$ cat src/rtl/seven_seg_scan_driver.sv
// Eight-digit hex scanner for a multiplexed seven-segment display.
// Incoming values are double-buffered and only committed at frame boundaries.
module seven_seg_scan_driver #(
  parameter int REFRESH_DIV = 50000,
  parameter bit ACTIVE_LOW  = 1'b1
) (
  input  logic        clk,
  input  logic        clr,
  input  logic        load,
  input  logic [31:0] value,
  input  logic        blank_lz,
  input  logic        enable,
  output logic [6:0]  seg,
  output logic        dp,
  output logic [7:0]  an,
  output logic        frame_done
);

  localparam int DIV_W = (REFRESH_DIV > 2) ? $clog2(REFRESH_DIV) : 1;
  localparam logic [DIV_W-1:0] DIV_LAST = DIV_W'(REFRESH_DIV - 1);

  logic [DIV_W-1:0] div_cnt;
  logic [2:0]       digit_idx;
  logic [31:0]      pending;
  logic             pending_valid;
  logic [31:0]      disp;
  logic [6:0]       seg_act;
  logic [7:0]       an_act;

  logic             div_tick;
  logic             boundary;
  logic [31:0]      upper;
  logic [3:0]       nibble;
  logic             blank;
  logic [6:0]       pattern;

  assign div_tick = (div_cnt == DIV_LAST);
  assign boundary = div_tick && (digit_idx == 3'd7);

  always_ff @(posedge clk) begin
    if (clr) begin
      div_cnt   <= '0;
      digit_idx <= '0;
    end else if (div_tick) begin
      div_cnt   <= '0;
      digit_idx <= digit_idx + 3'd1;
    end else begin
      div_cnt   <= div_cnt + DIV_W'(1);
    end
  end

  // A load landing on the boundary itself goes straight to the display.
  always_ff @(posedge clk) begin
    if (clr) begin
      pending       <= '0;
      pending_valid <= 1'b0;
      disp          <= '0;
    end else if (boundary) begin
      if (load) begin
        disp          <= value;
        pending       <= value;
        pending_valid <= 1'b0;
      end else if (pending_valid) begin
        disp          <= pending;
        pending_valid <= 1'b0;
      end
    end else if (load) begin
      pending       <= value;
      pending_valid <= 1'b1;
    end
  end

  // upper holds the current digit and everything above it, so a zero
  // there means this digit is a leading zero.
  always_comb begin
    upper   = disp >> {digit_idx, 2'b00};
    nibble  = upper[3:0];
    blank   = blank_lz && (digit_idx != 3'd0) && (upper == 32'd0);
    pattern = 7'b0000000;
    case (nibble)
      4'h0: pattern = 7'b1111110;
      4'h1: pattern = 7'b0110000;
      4'h2: pattern = 7'b1101101;
      4'h3: pattern = 7'b1111001;
      4'h4: pattern = 7'b0110011;
      4'h5: pattern = 7'b1011011;
      4'h6: pattern = 7'b1011111;
      4'h7: pattern = 7'b1110000;
      4'h8: pattern = 7'b1111111;
      4'h9: pattern = 7'b1111011;
      4'hA: pattern = 7'b1110111;
      4'hB: pattern = 7'b0011111;
      4'hC: pattern = 7'b1001110;
      4'hD: pattern = 7'b0111101;
      4'hE: pattern = 7'b1001111;
      4'hF: pattern = 7'b1000111;
    endcase
  end

  always_ff @(posedge clk) begin
    if (clr) begin
      an_act     <= '0;
      seg_act    <= '0;
      frame_done <= 1'b0;
    end else begin
      frame_done <= boundary;
      if (enable && !blank) begin
        an_act  <= 8'd1 << digit_idx;
        seg_act <= pattern;
      end else begin
        an_act  <= '0;
        seg_act <= '0;
      end
    end
  end

  assign an  = ACTIVE_LOW ? ~an_act : an_act;
  assign seg = ACTIVE_LOW ? ~seg_act : seg_act;
  assign dp  = ACTIVE_LOW;

endmodule

$ cat config.mk
export PLATFORM = sky130hd
export DESIGN_NAME = seven_seg_scan_driver
export DESIGN_NICKNAME = d
export VERILOG_FILES = /design/src/rtl/seven_seg_scan_driver.sv
export SDC_FILE = /design/constraint.sdc
export NUM_CORES = 1
export LEC_CHECK = 0
export ABC_AREA = 1
export CORE_ASPECT_RATIO = 1.2
export CORE_UTILIZATION = 55
export CTS_CLUSTER_SIZE = 14
export DETAILED_ROUTE_END_ITERATION = 12
export GPL_TIMING_DRIVEN = 0
export PLACE_DENSITY = 0.79
export RECOVER_POWER = 50
export SLEW_MARGIN = 20
export SYNTH_ARGS = -nofsm -noshare
export SYNTH_HDL_FRONTEND = slang
export SYNTH_SLANG_ARGS = --single-unit
$ cat constraint.sdc
create_clock -name clk -period 2.85 [get_ports clk]
set_clock_uncertainty 0.05 [all_clocks]
set_input_delay 0.57 -clock clk [delete_from_list [all_inputs] [get_ports clk]]
set_output_delay 0.57 -clock clk [all_outputs]
set_load 0.005 [all_outputs]
; ---- Word level (Yosys, flattened, before mapping)
; Memories as Yosys holds them, arrays and structs flattened. A register that Yosys moved wholly into a read port is not among the register bits.
; Index checks and enable logic that the tools add are counted.
[word_totals]
register_bits = 93
wordCells = 31
mem_bits_ro = 112
input_bits = 37
out_inout_bits = 17
memories = 1
[mem_list]
columns = name, words, width, read_ports, rd_clocked_by_memory_dff, wr, line_no
row1 = (no name shown), 16, 7, 1, 1, 0, 80  ; case (nibble)
[op_classes]
n_mux = 2
bitwise_logic = 3
n_reduce_logical = 12
n_eq_ne = 2
shifts = 2
n_addsub = 2
[op_table]
columns = op, count
row1 = 32-bit 2-to-1 mux, 2
row2 = 32-bit zero test, 1
row3 = 32-bit by 5-bit right shift with 32-bit output, 1
row4 = "16-bit by 1-bit adder with 16-bit output, second input constant", 1
row5 = "16-bit equality test, second input constant", 1
row6 = 8-bit inverter, 1
row7 = "1-bit by 3-bit left shift with 8-bit output, first input constant", 1
row8 = 7-bit inverter, 1
row9 = 2-bit OR reduction, 3
row10 = 1-bit logical AND, 4
row11 = "3-bit by 1-bit adder with 3-bit output, second input constant", 1
row12 = "3-bit equality test, second input constant", 1
row13 = 3-bit nonzero test, 1
row14 = 2-bit AND reduction, 1
row15 = 2-bit nonzero test, 1
row16 = 1-bit zero test, 1
row17 = 1-bit inverter, 1

; ---- Longest topological paths before layout
; Gate-level depths: netlist (run 1).
[logic_depth]
word_depth = 7
mapped_depth = 19
ltp_nobuf = 18

; ---- Worst setup path after synthesis (run 1)
; No wires, ideal clock.
[synth_timing]
path_type = register -> register
start = register digit_idx[0]
end = register seg_act[0]
path_slack_ps = 527
t_required_ps = 2684
path_stages_with_launch = 20
t_arrival_ps = 2158
period_less_slack_ps = 2323
path_cell_list = dfxtp_1 buf_4 buf_4 nand2_1 nand3_1 o21ai_1 inv_1 nand2_1 o21ai_1 inv_1 ha_1 nand2_1 a21oi_1 o31ai_1 nor2_1 nand3_1 nor2_1 nand2_1 nand2_2 nor2_1
[synth_via]
elab_chain_cells = 7
word_cells_on_any_way = 9
cone_classes = shift: 1 / bitwise: 1 / reduce/logical: 7
[synth_rtl]
columns = item, line_no
row1 = from (decl), 23  ; logic [2:0] digit_idx;
row2 = from (signal assigned), 46  ; digit_idx <= digit_idx + 3'd1;
row3 = 32-bit by 5-bit right shift with 32-bit output or 3-bit nonzero test (tied branches), "76, 78"
row4 = 32-bit zero test or 1-bit logical AND (tied branches), 78  ; blank = blank_lz && (digit_idx != 3'd0) && (upper == 32'd0);
row5 = 1-bit logical AND, 78
row6 = 1-bit zero test, 107  ; if (enable && !blank) begin
row7 = 1-bit logical AND, 107
row8 = 1-bit inverter (no line), n/a
row9 = 2-bit OR reduction (no line), n/a
row10 = to (decl), 27  ; logic [6:0] seg_act;
; Several ways; a longest one is shown, not always the timed one.
; A chain may end at the register's enable or synchronous reset.

; ---- Final worst setup path (run 1)
[layout_timing]
start = register digit_idx[0]
end = register seg_act[2]
; The elaborated chain is that of the path after synthesis.

==> results of run 1 <==
-- what timing repair did --
action / 4_1_cts / 5_1_grt
pin swaps: 0 / 0
gates resized for setup: 3 / 13
setup endpoints to repair: 14 / 15
gates cloned: 0 / 0
-- stage by stage --
stage	cells	total power [mW]	hold WS [ns]	TNS (ns)
after floorplan	629	1.58	0.368	0
after detailed placement	795	1.67	0.391	-0.378
after CTS	811	2.55	0.405	0
after global placement	795	1.66	0.377	-0.0547
after global routing	811	2.62	0.434	0
final	811	2.52	0.401	0
-- layout make-up --
| class | instances | share of cell area [%] |
|---|---|---|
| repair buffers | 52 | 9.31 |
| flip-flops and latches | 100 | 35.9 |
| well taps | 114 | 2.55 |
| clock inverters | 5 | 0.783 |
| inverters | 69 | 4.63 |
| multi-input cells | 432 | 41.3 |
| clock buffers | 11 | 2.71 |
| plain buffers | 28 | 2.80 |
-- metal layers --
metal  vias up  track usage [%]
met5         -                0
met4         0             12.1
met3        19             4.52
met2       101             41.6
met1      1918             31.4
li1       2144                -
-- registers in the layout, summed over array words and instances (netlist names) --
signal	cells
pending	32
frame_done	1
seg_act	7
pending_valid	1
an_act	8
digit_idx	3
disp	32
div_cnt	16
-- cell families after synthesis --
family                   synth area share [%]
AO/OA/AOI/OAI                            15.5
XOR/XNOR                                0.920
adder cells (fa/ha/maj)                  3.15
buffers and inverters                    8.75
flip-flops                               42.0
multiplexers                            0.210
other                                  0.0788
AND/OR/NAND/NOR                          29.4
-- synthesized netlist by cell type --
master	number
nor2_1	122
dfxtp_1	100
nand2_1	98
inv_1	66
o21ai_0	48
or2_2	31
nand3_1	30
a211oi_2	28
a21oi_1	12
ha_1	12
clkbuf_1	11
nand4_1	7
buf_2	6
buf_4	6
nor3_1	6
o21ai_1	5
a211oi_1	4
nand3_2	4
nand3b_1	4
xor2_1	4
buf_6	3
inv_2	3
nand2_2	3
buf_1	2
nor3_2	2
o211ai_1	2
or2_0	2
and2_1	1
conb_1	1
mux2i_1	1
nor2_8	1
nor3b_1	1
o21a_1	1
o31ai_1	1
xnor2_1	1
-- critical path, cell delays in order, from the launching register on --
cell and delay [ns]:
dfxtp_4 0.38, inv_1 0.11, buf_4 0.20, nand2_1 0.09, nand3_1 0.08, nand2_1 0.09, inv_1 0.04, o21a_2 0.22
inv_1 0.15, ha_4 0.17, nand2_1 0.06, a21oi_1 0.15, o31ai_1 0.09, nor2_1 0.10, nand3_1 0.08, nor2_1 0.14
nand2_2 0.11, nand2_4 0.11, nor2_1 0.05
-- where the power goes --
group | switching, mW | internal, mW
combinational | 0.0944 | 0.0900
clock | 0.514 | 0.376
sequential | 0.00981 | 1.44
total | 0.618 | 1.90
-- worst max path at each step --
stage	depth (start not counted)	slack (ns)	to
global route	18	0.006	an_act[6]
floorplan	19	0.53	seg_act[0]
CTS	19	0.06	seg_act[2]
finish	18	0.26	seg_act[2]
global placement	16	-0.02	seg_act[2]
detailed placement	16	-0.06	seg_act[0]
==> impl_metrics.yaml, run 1 <==
global_routing:
  grt_max_degree: 18
  grt_usage_pct: 25.2
  grt_pass1_vias: 3855
  grt_pass1_wl_um: 17700
  antenna_found_initial: 0
  grt_overflow: 0
setup_path:
  crit_path_max_fanout: 10
  reg2reg_depth: 18
  worstPathArrival_ns: 2.83
  reg2reg_slack_ns: 0.26
  cp-start-kind: "flip-flop"
  r2r_end: "seg_act[2]"
  cp-startpoint: "digit_idx[0]"
  cp-end-kind: "flip-flop"
  crit-reg2reg-launch: "digit_idx[0]"
  critical_path_class: "flip-flop to flip-flop"
  cp.required_ns: 3.08
detailed_routing:
  wl_met1_um: 4750
  routed_wl_um: 10700
  dr_wl_met2_um: 5260
  ant_nets: 0
  routedWlPerCell_um: 13.2
  vias: 4182
  drc: 0
  drt_iter0_markers: 187
  top_layer_used: "met4"
  via_per_inst: 5.16
  wl_met3_um: 415
  first_pass_iters: 4
final_layout:
  synthToLayoutAreaGrowth_pct: 17.5
  layout_commonest_cell: "nor2_1"
  fin_area_um2: 5590
  fin_nets: 741
  diodes: 0
  drive_gt1_share_pct: 14.2
  layout_common_cells: "nor2_1, dfxtp_1, nand2_1"
  final_core_util_pct: 67.8
  fillers: 747
  multiInputGateArea_um2: 2310
  regArea_um2: 2010
sta:
  relSlewSlack_pct: 52.0
  hold_viol: 0
  fmax_mhz: 386
  setup_violations: 0
  rsz0062_at_grt: "no"
  worst_slack_ns: 0.256
  fin_crit_sh_pct: 91.0
  maxSlewViolCount: 0
  tightestPinTransition_ns: 0.720
  fin_crit_ns: 2.59
synthesis:
  syn_avg_cell_area_um2: 7.57
  synth_warnings: 0
  synthTopCellsByArea: "dfxtp_1, nor2_1, nand2_1, a211oi_2, inv_1"
  netlist_instances: 629
  synth-seq-area-share_pct: 42.0
  synth_top_area_cell: "dfxtp_1"
  yosysUniqueCellTypes: 35
  synth_area_um2: 4760
  ys_ff_latch: 100
  synth_top_cell_area_share_pct: 42.0
  synthesis.nets: 678
placed_design:
  place_area_um2: 5420
  place_congestion: 0.899
  place_hpwl_um: 7990
  dp_slack_ns: -0.0606
  portBuffers: 52
floorplanning:
  initial_core_util_pct: 57.8
  die_x_um: 86.9
  design.die.area_um2: 9030
  core_um2: 8240
  die_h_um: 104
  fp-row-count: 36
  io_pins: 54
clock_network:
  clock_latency_ns: 0.38
  cts_root_buf: "clkbuf_8"
  cts_tree: "done"
  cts_setup_buffers: 0
  cts.sinks: 100
  clock_path_buffers: 2
  cts_buffers: 9
  clkTransAtPathRegs_ns: 0.09
  htreeDepth: 3
  postCtsHoldBufs: 0
pwr:
  power_density_nw_per_um2: 451
  ir_drop_v: 0.000354
  leakagePower_nw: 2.24
run_status:
  status: "complete, no violations"
min_path:
  hold_class: "flip-flop to flip-flop"
  whs_path_depth: 1
  hold_start: "div_cnt[0]"
  hold_end: "div_cnt[0]"
job:
  maxCapViolCount: 0
Note: power is estimated with default switching activity, not from simulation.
==> run 2, diff against run 1 <==
--- a/config.mk
+++ b/config.mk
@@ -10,6 +10,7 @@
 export CORE_UTILIZATION = 55
 export CTS_CLUSTER_SIZE = 14
 export DETAILED_ROUTE_END_ITERATION = 12
+export GPL_ROUTABILITY_DRIVEN = 0
 export GPL_TIMING_DRIVEN = 0
 export PLACE_DENSITY = 0.79
 export RECOVER_POWER = 50
==> impl_metrics.yaml, run 2 (same netlist as run 1, synthesis figures left out) <==
run_status:
  status: "complete, no violations"
setup_path:
  cp.required_ns: 3.08
  reg2reg_depth: 16
  reg2reg_slack_ns: 0.26
  critical_path_class: "flip-flop to flip-flop"
  crit_path_end: "seg_act[0]"
  crit_path_max_fanout: 10
  cp-end-kind: "flip-flop"
  cp-start-kind: "flip-flop"
  cp-startpoint: "digit_idx[1]"
  crit-reg2reg-launch: "digit_idx[1]"
  r2r_end: "seg_act[0]"
  worstPathArrival_ns: 2.82
placed_design:
  place_hpwl_um: 7750
  portBuffers: 52
  place_area_um2: 5420
  place_inst: 795
min_path:
  hold_class: "flip-flop to flip-flop"
final_layout:
  fin_area_um2: 5590
  top_regs: "disp (32), pending (32), div_cnt (16)"
  drive_gt1_share_pct: 14.4
  finalNonFillerCells: 813
  layout_commonest_cell: "nor2_1"
  diodes: 0
  layout_common_cells: "nor2_1, dfxtp_1, nand2_1"
  fin_nets: 743
  synthToLayoutAreaGrowth_pct: 17.5
sta:
  fmax_mhz: 386
  maxSlewViolCount: 0
  fin_crit_sh_pct: 90.8
  hold_viol: 0
  relSlewSlack_pct: 48.3
  fin_crit_ns: 2.59
  rsz0062_at_grt: "no"
  tightestPinTransition_ns: 0.775
  setup_violations: 0
  tns_ns: 0
clock_network:
  cts_root_buf: "clkbuf_8"
  cts_tree: "done"
  postCtsHoldBufs: 0
  clkTransAtPathRegs_ns: 0.09
  clock_latency_ns: 0.39
  htreeDepth: 3
  cts_buffers: 9
  clock_path_buffers: 2
  cts.sinks: 100
detailed_routing:
  first_pass_iters: 4
  ant_nets: 0
  vias: 4235
  routedWlPerCell_um: 12.8
  drc: 0
  routed_wl_um: 10400
  drt_iter0_markers: 230
  via_per_inst: 5.21
floorplanning:
  io_pins: 54
  initial_core_util_pct: 57.8
  fp-row-count: 36
  die_h_um: 104
  core_um2: 8240
  design.die.area_um2: 9030
  die_x_um: 86.9
global_routing:
  grt_usage_pct: 25.1
  grt_overflow: 0
  grt_pass1_vias: 4067
  grt_max_degree: 17
  antenna_found_initial: 0
  grt_pass1_wl_um: 18000
pwr:
  total_power_mw: 2.54
  switchingPower_mw: 0.605
  power.internal_mw: 1.94
  leakagePower_nw: 2.24
  p_clk_share_pct: 35.8
  p_comb_share_pct: 7.3
  ir_drop_v: 0.000339
  power_density_nw_per_um2: 454
  pwr-share-seq_pct: 56.9
  p_sw_share_pct: 23.8
job:
  maxCapViolCount: 0
run 2: final cells by class:
type / instances / area, um2
fillers: 730 / 2650
multi-input cells: 432 / 2310
flip-flops and latches: 100 / 2000
repair buffers: 54 / 536
inverters: 69 / 259
plain buffers: 28 / 153
well taps: 114 / 143
clock buffers: 11 / 131
clock inverters: 5 / 60.1
run 2: how the worst min path moves through the flow:
stage / startpoint / end / slack (ns) / depth (start not counted)
floorplan: div_cnt[0] / div_cnt[0] / 0.37 / 1
global placement: div_cnt[0] / div_cnt[0] / 0.38 / 1
detailed placement: div_cnt[0] / div_cnt[0] / 0.40 / 1
CTS: div_cnt[0] / div_cnt[0] / 0.41 / 1
global route: div_cnt[0] / div_cnt[0] / 0.45 / 1
finish: div_cnt[0] / div_cnt[0] / 0.40 / 1
run 2: repair_timing:
item,4_1_cts,5_1_grt
setup endpoints to repair,0,15
resized for setup,0,12
endpoints found under the hold margin,0,0
setup buffers,0,2
run 2: power by group through the flow:
stage / combinational (mW) / clock [mW] / sequential (mW)
after floorplan: 0.102 / 0 / 1.48
after global placement: 0.185 / 0 / 1.48
after detailed placement: 0.189 / 0 / 1.48
after CTS: 0.192 / 0.915 / 1.45
after global routing: 0.209 / 0.965 / 1.45
final: 0.185 / 0.909 / 1.45
run 2: layer usage:
metal / global-route usage, % / vias to the layer above / wire (um)
met5: 0 / - / 0
met1: 31.2 / 1969 / 4630
met4: 14.3 / 0 / 315
met2: 41.0 / 93 / 5140
met3: 3.49 / 29 / 364
li1: - / 2144 / -
run 2: metrics by stage:
step / utilization [%] / hold slack (ns) / worst slack, ns
floorplan: - / 0.368 / 0.527
global placement: 65.8 / 0.378 / 0.125
detailed placement: 65.8 / 0.396 / 0.0590
CTS: 68.1 / 0.410 / 0.0124
global route: 67.9 / 0.447 / 0.0124
finish: 67.9 / 0.405 / 0.263
run 2: critical path, stage by stage (launching register included):
cell,delay (ns)
dfxtp_1,0.50
buf_2,0.29
nand3_1,0.11
nand2_1,0.09
inv_1,0.04
o21a_1,0.23
inv_2,0.10
ha_2,0.21
nand2_1,0.07
a21oi_1,0.12
o31ai_1,0.08
nor2_1,0.10
nand3_1,0.07
nor2_1,0.15
nand2_2,0.12
nand2_4,0.11
nor2_1,0.05
